`config.mk`:
```
export PLATFORM = sky130hd
export DESIGN_NAME = mem_arbiter
export DESIGN_NICKNAME = d
export VERILOG_FILES = /design/src/rtl/mem_arbiter.sv
export SDC_FILE = /design/constraint.sdc
export NUM_CORES = 1
export LEC_CHECK = 0
export CAP_MARGIN = 5
export CORE_MARGIN = 2
export CORE_UTILIZATION = 30
export DETAILED_ROUTE_END_ITERATION = 8
export PLACE_DENSITY = 0.73
export SYNTH_ARGS = -nofsm -noshare
export SYNTH_HDL_FRONTEND = slang
export SYNTH_SLANG_ARGS = --single-unit
```
`constraint.sdc`:
```
create_clock -name clk -period 1.6 [get_ports clk]
set_input_delay 0.32 -clock clk [delete_from_list [all_inputs] [get_ports clk]]
set_output_delay 0.32 -clock clk [all_outputs]
set_load 0.01 [all_outputs]
```
`src/rtl/mem_arbiter.sv`:
```
// Two-port memory bus arbiter: IDLE -> ACCESS -> ACK transaction per grant.
// Define MEM_ARB_ROUND_ROBIN_EN for round-robin tie breaking; otherwise port 0 has fixed priority.
module mem_arbiter #(
  parameter int ADDR_W = 16,
  parameter int DATA_W = 8
) (
  input  logic              clk,
  input  logic              rst,
  input  logic              req0,
  input  logic              req1,
  input  logic              we0,
  input  logic              we1,
  input  logic [ADDR_W-1:0] addr0,
  input  logic [ADDR_W-1:0] addr1,
  input  logic [DATA_W-1:0] wdata0,
  input  logic [DATA_W-1:0] wdata1,
  output logic              ack0,
  output logic              ack1,
  output logic [DATA_W-1:0] rdata,
  output logic              gnt_id,
  output logic [ADDR_W-1:0] mem_addr,
  output logic [DATA_W-1:0] mem_wdata,
  input  logic [DATA_W-1:0] mem_rdata,
  output logic              mem_ce,
  output logic              mem_r,
  output logic              mem_w,
  output logic              mem_oe
);

  typedef enum logic [1:0] {IDLE, ACCESS, ACK} state_t;

  state_t            state, state_next;
  logic              grant_port;
  logic              start;
  logic              we_lat;
  logic [ADDR_W-1:0] addr_lat;
  logic [DATA_W-1:0] wdata_lat;
  logic              gnt_q;
  logic [DATA_W-1:0] rdata_q;

`ifdef MEM_ARB_ROUND_ROBIN_EN
  // Port granted most recently; resets to 1 so port 0 wins the first tie.
  logic last_q;

  always_ff @(posedge clk or negedge rst) begin
    if (!rst)
      last_q <= 1'b1;
    else if (start)
      last_q <= grant_port;
  end
`endif

  always_comb begin
    grant_port = 1'b0;
    if (req0 && req1) begin
`ifdef MEM_ARB_ROUND_ROBIN_EN
      grant_port = ~last_q;
`else
      grant_port = 1'b0;
`endif
    end else if (req1) begin
      grant_port = 1'b1;
    end
  end

  assign start = (state == IDLE) && (req0 || req1);

  always_ff @(posedge clk or negedge rst) begin
    if (!rst)
      state <= IDLE;
    else
      state <= state_next;
  end

  // Strobes decode from the state register so an async reset drops them at once.
  always_comb begin
    state_next = state;
    mem_ce     = 1'b0;
    mem_r      = 1'b0;
    mem_w      = 1'b0;
    mem_oe     = 1'b0;
    ack0       = 1'b0;
    ack1       = 1'b0;
    case (state)
      IDLE: begin
        if (start)
          state_next = ACCESS;
      end
      ACCESS: begin
        mem_ce     = 1'b1;
        mem_w      = we_lat;
        mem_r      = ~we_lat;
        mem_oe     = ~we_lat;
        state_next = ACK;
      end
      ACK: begin
        ack0       = ~gnt_q;
        ack1       = gnt_q;
        state_next = IDLE;
      end
      default: state_next = IDLE;
    endcase
  end

  // Request fields are captured only at the grant, isolating the transaction from later input changes.
  always_ff @(posedge clk or negedge rst) begin
    if (!rst) begin
      we_lat    <= 1'b0;
      addr_lat  <= '0;
      wdata_lat <= '0;
      gnt_q     <= 1'b0;
      rdata_q   <= '0;
    end else begin
      if (start) begin
        gnt_q     <= grant_port;
        we_lat    <= grant_port ? we1 : we0;
        addr_lat  <= grant_port ? addr1 : addr0;
        wdata_lat <= grant_port ? wdata1 : wdata0;
      end
      if (state == ACCESS && !we_lat)
        rdata_q <= mem_rdata;
    end
  end

  assign mem_addr  = addr_lat;
  assign mem_wdata = wdata_lat;
  assign rdata     = rdata_q;
  assign gnt_id    = gnt_q;

endmodule

```
==> flow_summary.yaml, run 1 <==
route:
  wl_met1_mm: 1.887
  drc: 0
  routed_wl_mm: 4.327
  routed_via_density: 4.379
  wl_met3_um: 399
  highest_layer: "met4"
  ant_nets: 0
  wl_met2_mm: 2.007
  wl_per_cell_um: 14.38
  routed-via-count: 1318
  drtIter0Drc: 19
  dr.pass1.iters: 4
final_layout:
  area_growth_pct: 68.17
  fin_nets: 287
  drive_gt1_frac: 0.3982
  stdcell_count: 301
  diodes: 0
  final_common_cell: "clkdlybuf4s50_1"
  final_cell_mix: "91 x clkdlybuf4s50_1, 40 x mux2_4, 36 x dfrtp_1, 18 x mux2_2, 9 x buf_4"
clock_network:
  cts_buffers: 5
  cts_setup_buffers: 0
  clk_path_buf_depth: 2
  ctsHoldBuffers: 0
  clkSinkCount: 36
  clkLatencyLatePin_ns: 0.28
  clk_pin_slew_ns: 0.07
  cts_tree: "done"
  cts-root-buf: "clkbuf_8"
  htree_levels: 2
setup_path:
  cp.arrival_ns: 1.22
  path_cells: "nor2b_2 -> buf_4 -> and2_1 -> buf_2"
  cp-start-kind: "flip-flop"
  cpMaxStageDelayCell: "dfrtp_1"
  startpoint: "state[0]"
  ff2ff_setup_slack_ns: 0.10
  path_delay_family: "flip-flops"
  rr_worst_depth: 5
  worstSetupPathType: "reg -> out"
  endpoint_kind: "primary output"
  worst-path-max-fanout: 2
  rr_endpoint: "mem_wdata[3]"
  crit-reg2reg-launch: "state[1]"
  path_buf_inv: 2
  crit_required_ns: 1.28
  max_stage_delay_ns: 0.38
synth:
  synth.net_count: 175
  netlist_area_um2: 1859
  synthCells: 113
  yosysSeqAreaShare: 0.4845
  ys_ff_latch: 36
  yosys_warnings: 0
  avgSynthCellArea_um2: 16.45
  ys_types: 15
pwr:
  p_leak_nw: 1.424
  irDropWorstVdd_mv: 0.8753
  p_per_area_nw_per_um2: 1675
  p_total_mw: 5.237
outcome:
  status: "complete, no violations"
global_routing:
  antenna_found_initial: 0
  grt.total_usage: 0.1268
  first_global_vias: 1311
  grt_pass1_wl_mm: 6.396
  grt_max_degree: 37
  grt_overflow: 0
place:
  gp_congestion: 0.6326
  dp_hpwl_mm: 3.214
  dp.cells: 292
  io_buffer_count: 100
timing:
  setup_viol: 0
  max_freq_mhz: 648.0
  rsz0062_at_grt: "no"
  min_period_ns: 1.543
  fin_crit_sh: 0.9645
  maxSlewViolCount: 0
  finalHoldViolCount: 0
  worst_slew_pin_slew_ns: 0.4568
  skew_ns: 0.002463
  relSlewSlack: 0.6955
floorplanning:
  dieArea_um2: 6843
  row_count: 28
  initial_core_util: 0.3122
  die_h_um: 82.73
  die_x_um: 82.73
  ios: 101
  core_area_um2: 5956
worst_hold_path:
  hp-class: "in -> async"
flow_run:
  drv_cap: 0
==> where the power goes <==
group,internal [mW],switching [mW]
Sequential,1.39,0.279
Combinational,1.85,0.931
Clock,0.461,0.330
Total,3.70,1.54
==> how the worst max path moves through the flow <==
stage,to,slack (ns),cells past startpoint
2_1_floorplan,mem_r,0.13,4
3_3_place_gp,mem_wdata[4],-0.25,5
3_5_place_dp,mem_wdata[3],-0.30,5
4_1_cts,mem_wdata[3],0.008,5
5_1_grt,mem_ce,0.007,3
6_report,mem_w,0.06,4
==> timing repair <==
action                     CTS  global route
resized for setup           18             8
cloned                       0             1
setup endpoints to repair    6            24
==> Yosys cell counts <==
library cell	number	area [µm²]
nor2b_1	3	18.77
buf_12	2	40.04
nor2_1	1	3.750
buf_6	1	11.26
nor3b_1	1	7.510
buf_2	1	5.000
o21a_1	1	7.510
a21oi_1	2	10.01
nand2b_1	1	6.260
mux2_2	18	202.7
and2_1	1	6.260
dfrtp_1	36	900.9
mux2_4	40	600.6
and3b_1	1	8.760
buf_4	4	30.03
==> state kept, by name, indices dropped and copies added (netlist names) <==
register,flops
mem_addr,16
mem_wdata,8
rdata,8
state,2
gnt_id,1
we_lat,1
==> stage by stage <==
step	cell area [µm²]	TNS, ns	util	hold WS, ns	worst slack, ns
finish	3127	0	0.5250	0.06776	0.05674
global route	3127	0	0.5250	0.09799	0.007248
CTS	3110	0	0.5223	0.07407	0.008470
detailed placement	2994	-6.561	0.5027	0.3927	-0.3026
global placement	2994	-5.443	0.5027	0.3849	-0.2453
floorplan	1859	0	-	0.02441	0.1255
==> kinds of logic after synthesis <==
logic type	synth area share
buf+inv	0.04643
flops	0.4845
compound gates	0.009423
simple gates	0.02760
mux	0.4320
==> per-layer routing <==
layer | up-vias | track usage
li1 | 621 | -
met4 | 0 | 0.02951
met3 | 5 | 0.04565
met2 | 65 | 0.2056
met5 | - | 0
met1 | 627 | 0.1617
==> cell type report <==
type                       count  area [µm²]
clock buffer                   5       68.82
clock inverter                 3       42.54
fill                         528        2829
multi-input combinational     69       893.4
sequential                    36       900.9
tap                           75       93.84
timing repair buffer         113        1127
Power figures use the tool's default switching activity.
==> inputs of run 2 (changes only) <==
--- a/config.mk
+++ b/config.mk
@@ -7,9 +7,9 @@
 export LEC_CHECK = 0
 export CAP_MARGIN = 5
 export CORE_MARGIN = 2
-export CORE_UTILIZATION = 30
+export CORE_UTILIZATION = 39
 export DETAILED_ROUTE_END_ITERATION = 8
-export PLACE_DENSITY = 0.73
+export PLACE_DENSITY = 0.88
 export SYNTH_ARGS = -nofsm -noshare
 export SYNTH_HDL_FRONTEND = slang
 export SYNTH_SLANG_ARGS = --single-unit
==> flow_summary.yaml, run 2 (synthesized netlist as in run 1, its figures left out) <==
setup_path:
  cp-start-kind: "primary input"
  crit_required_ns: 1.77
  ff2ff_setup_slack_ns: 0.11
  worst-path-max-fanout: 10
  cp.arrival_ns: 1.73
  worstSetupPathType: "in -> reg"
  endpoint_kind: "flip-flop"
route:
  ant_nets: 0
  routed_wl_mm: 4.413
  routed-via-count: 1339
  dr.pass1.iters: 4
  drtIter0Drc: 29
  drc: 0
  wl_per_cell_um: 15.70
  routed_via_density: 4.765
floorplanning:
  initial_core_util: 0.3989
  dieArea_um2: 5336
  ios: 101
  row_count: 25
  die_h_um: 73.05
  core_area_um2: 4661
  die_x_um: 73.05
global_routing:
  grt.total_usage: 0.1721
  first_global_vias: 1428
  grt_overflow: 0
  antenna_found_initial: 0
  grt_max_degree: 20
  grt_pass1_wl_mm: 6.858
final_layout:
  final_common_cell: "clkdlybuf4s50_1"
  diodes: 0
  final_cell_mix: "91 x clkdlybuf4s50_1, 40 x mux2_4, 36 x dfrtp_1, 18 x mux2_2, 8 x buf_4"
  largest_reg_flops: 16
  fin_nets: 288
  stdcell_count: 281
  area_growth_pct: 66.96
  num-fill-cells: 346
  multi_input_area_um2: 893.4
  drive_gt1_frac: 0.3965
  fin_area_um2: 3104
  seq_area_um2: 900.9
timing:
  hold_slack_ns: 0.3848
  maxSlewViolCount: 0
  skew_ns: 0.004458
  finalHoldViolCount: 0
  worst_slew_pin_slew_ns: 0.4405
  max_freq_mhz: 642.0
  fin_crit_sh: 0.9735
  rsz0062_at_grt: "no"
  min_period_ns: 1.558
  setup_viol: 0
  relSlewSlack: 0.7063
clock_network:
  cts_tree: "done"
  clk_pin_slew_ns: 0.07
  cts-root-buf: "clkbuf_8"
  htree_levels: 2
  clk_path_buf_depth: 2
  cts_setup_buffers: 0
  cts_buffers: 5
  clkLatencyLatePin_ns: 0.29
  clkSinkCount: 36
outcome:
  status: "complete, no violations"
place:
  dp.cells: 271
  place_area_um2: 2979
  io_buffer_count: 100
  gp_congestion: 0.7106
  dp_hpwl_mm: 3.314
worst_hold_path:
  hp-class: "in -> reg"
pwr:
  p_leak_nw: 1.430
  irDropWorstVdd_mv: 0.7901
  p_per_area_nw_per_um2: 1658
  p_total_mw: 5.147
flow_run:
  drv_cap: 0
-- run 2: cell count changes in the layout (fill, tap and decap cells not counted) --
cell / change
dlygate4sd3_1: +1
buf_12: +1
clkinv_2: +1
bufinv_16: -1
clkbuf_8: +1
clkinvlp_4: -1
buf_4: -1
-- run 2: report_power, final --
group / leakage, nW / internal (mW) / switching (mW)
sequential: 0.423 / 1.39 / 0.272
clock: 0.0510 / 0.344 / 0.335
combinational: 0.956 / 1.85 / 0.956
-- run 2: worst paths after layout --
| check | start | endpoint | cells past startpoint |
|---|---|---|---|
| worst max-delay path | req1 | mem_wdata[2] | 5 |
| worst min-delay path | req0 | gnt_id | 3 |
| worst max register to register | state[1] | mem_wdata[3] | 5 |
| worst min register to register | rdata[6] | rdata[6] | 1 |
| max in group asynchronous | rst | rdata[3] | 3 |
| min in group asynchronous | rst | state[1] | 2 |
-- run 2: through the flow --
stage	utilization	setup TNS, ns	setup slack, ns
finish	0.6660	0	0.04239
global route	0.6660	0	0.008097
CTS	0.6623	0	0.0006986
detailed placement	0.6392	-6.747	-0.3083
global placement	0.6392	-5.361	-0.2446
floorplan	-	0	0.1255
-- run 2: metal layers --
layer	part of all wire	up-vias	routed length [µm]	GRT usage
li1	-	625	-	-
met1	0.40	640	1744	0.2124
met2	0.51	68	2242	0.2783
met3	0.081	6	356	0.05525
met4	0.016	0	70	0.06790
met5	0	-	0	0
-- run 2: timing repair --
action,CTS,global route
setup endpoints to repair,6,30
endpoints found under the hold margin,17,0
hold buffers,1,0
gates cloned,0,1
pin swaps,0,0
resized for setup,18,9
-- run 2: area by class of cell --
cell class / instances / area share
timing repair buffer: 114 / 0.3704
clock inverter: 2 / 0.003225
sequential: 36 / 0.2902
clock buffer: 6 / 0.02660
tap: 54 / 0.02177
multi-input combinational: 69 / 0.2878
-- run 2: critical path, cell delays in order --
cell and delay, ns:
clkdlybuf4s50_1 0.55, nand2b_4 0.11, buf_12 0.17, mux2_4 0.30, mux2_4 0.27
==> inputs of run 3 (changes only) <==
--- a/config.mk
+++ b/config.mk
@@ -9,7 +9,8 @@
 export CORE_MARGIN = 2
 export CORE_UTILIZATION = 39
 export DETAILED_ROUTE_END_ITERATION = 8
-export PLACE_DENSITY = 0.88
+export GPL_TIMING_DRIVEN = 0
+export PLACE_DENSITY = 0.81
 export SYNTH_ARGS = -nofsm -noshare
 export SYNTH_HDL_FRONTEND = slang
 export SYNTH_SLANG_ARGS = --single-unit
==> flow_summary.yaml, run 3 (synthesized netlist as in run 1, its figures left out) <==
clock_network:
  cts_tree: "done"
  clk_path_buf_depth: 2
  cts_buffers: 5
  clkSinkCount: 36
  cts-root-buf: "clkbuf_8"
  ctsHoldBuffers: 0
  clk_pin_slew_ns: 0.07
  htree_levels: 2
  clkLatencyLatePin_ns: 0.28
floorplanning:
  initial_core_util: 0.3989
  core_area_um2: 4661
  dieArea_um2: 5336
  die_h_um: 73.05
  ios: 101
  die_x_um: 73.05
  row_count: 25
final_layout:
  num-fill-cells: 362
  final_common_cell: "clkdlybuf4s50_1"
  final_cell_mix: "90 x clkdlybuf4s50_1, 40 x mux2_4, 36 x dfrtp_1, 18 x mux2_2, 6 x buf_4"
  area_growth_pct: 69.45
  largest_reg_flops: 16
  drive_gt1_frac: 0.3877
  fin_nets: 288
  diodes: 0
timing:
  maxSlewViolCount: 0
  min_period_ns: 1.556
  finalHoldViolCount: 0
  setup_viol: 0
  skew_ns: 0.004957
  max_freq_mhz: 642.5
  fin_crit_sh: 0.9728
  rsz0062_at_grt: "no"
  hold_slack_ns: 0.1222
  worst_slew_pin_slew_ns: 0.8110
  relSlewSlack: 0.4594
  setup_tns_ns: 0
global_routing:
  grt_max_degree: 37
  grt.total_usage: 0.1713
  antenna_found_initial: 0
  grt_pass1_wl_mm: 6.768
  grt_overflow: 0
  first_global_vias: 1324
route:
  routed_wl_mm: 4.330
  routed-via-count: 1319
  wl_per_cell_um: 15.41
  drtIter0Drc: 42
  dr.pass1.iters: 3
  drc: 0
  ant_nets: 0
  routed_via_density: 4.694
setup_path:
  rr_endpoint: "mem_addr[11]"
  crit_required_ns: 1.28
  cp-start-kind: "flip-flop"
  crit-reg2reg-launch: "state[0]"
  worst-path-max-fanout: 4
  ff2ff_setup_slack_ns: 0.08
  worstSetupPathType: "reg -> out"
  cp.arrival_ns: 1.24
  rr_worst_depth: 6
  endpoint_kind: "primary output"
pwr:
  p_total_mw: 5.371
  p_per_area_nw_per_um2: 1705
  irDropWorstVdd_mv: 1.129
  p_leak_nw: 1.440
worst_hold_path:
  hp-class: "in -> async"
place:
  gp_congestion: 0.7033
  io_buffer_count: 100
  dp_hpwl_mm: 3.067
outcome:
  status: "complete, no violations"
flow_run:
  drv_cap: 0
run 3: worst max-delay path by stage:
stage | from | end | slack, ns | depth (start not counted)
3_3_place_gp | rst | mem_wdata[6] | -0.65 | 1
3_5_place_dp | req0 | mem_addr[9] | -0.35 | 6
4_1_cts | state[0] | mem_r | -0.03 | 5
6_report | state[0] | ack0 | 0.04 | 3
5_1_grt | state[1] | ack0 | 0.006 | 3
2_1_floorplan | state[1] | mem_r | 0.13 | 4
run 3: layout make-up:
type,count,area (µm²),share of cell area
multi-input combinational,69,894.6,0.2840
tap,54,67.56,0.02145
timing repair buffer,108,1079,0.3423
sequential,36,900.9,0.2859
buffer,6,97.59,0.03098
clock inverter,3,42.54,0.01350
clock buffer,5,68.82,0.02184
run 3: worst max-delay path, cell delays in order, from the launching register on:
cell and delay, ns:
dfrtp_1 0.40, buf_4 0.16, nor3b_1 0.21, buf_2 0.18
run 3: routing by layer:
| layer | global-route usage | part of all wire |
|---|---|---|
| met3 | 0.05110 | 0.056 |
| met5 | 0 | 0 |
| met1 | 0.1951 | 0.38 |
| met4 | 0.06790 | 0.016 |
| met2 | 0.2983 | 0.55 |
run 3: timing repair:
| action | in CTS | in global routing |
|---|---|---|
| gates resized for setup | 26 | 9 |
| gates cloned | 1 | 0 |
| buffers inserted | 6 | 1 |
| endpoints found under the setup margin | 26 | 25 |
run 3: report_power, final:
part           internal [mW]  switching [mW]
registers               1.38           0.258
logic                   1.96           0.980
clock network          0.461           0.332
run 3: metrics by stage:
stage          setup slack [ns]  std cells  utilization  area [µm²]
6_report                0.04355        281       0.6760        3151
5_1_grt                0.005802        281       0.6760        3151
4_1_cts                -0.03425        282       0.6722        3133
3_5_place_dp            -0.3507        267       0.6271        2923
3_3_place_gp            -0.6493        267       0.6282        2928
2_1_floorplan            0.1255        113            -        1859
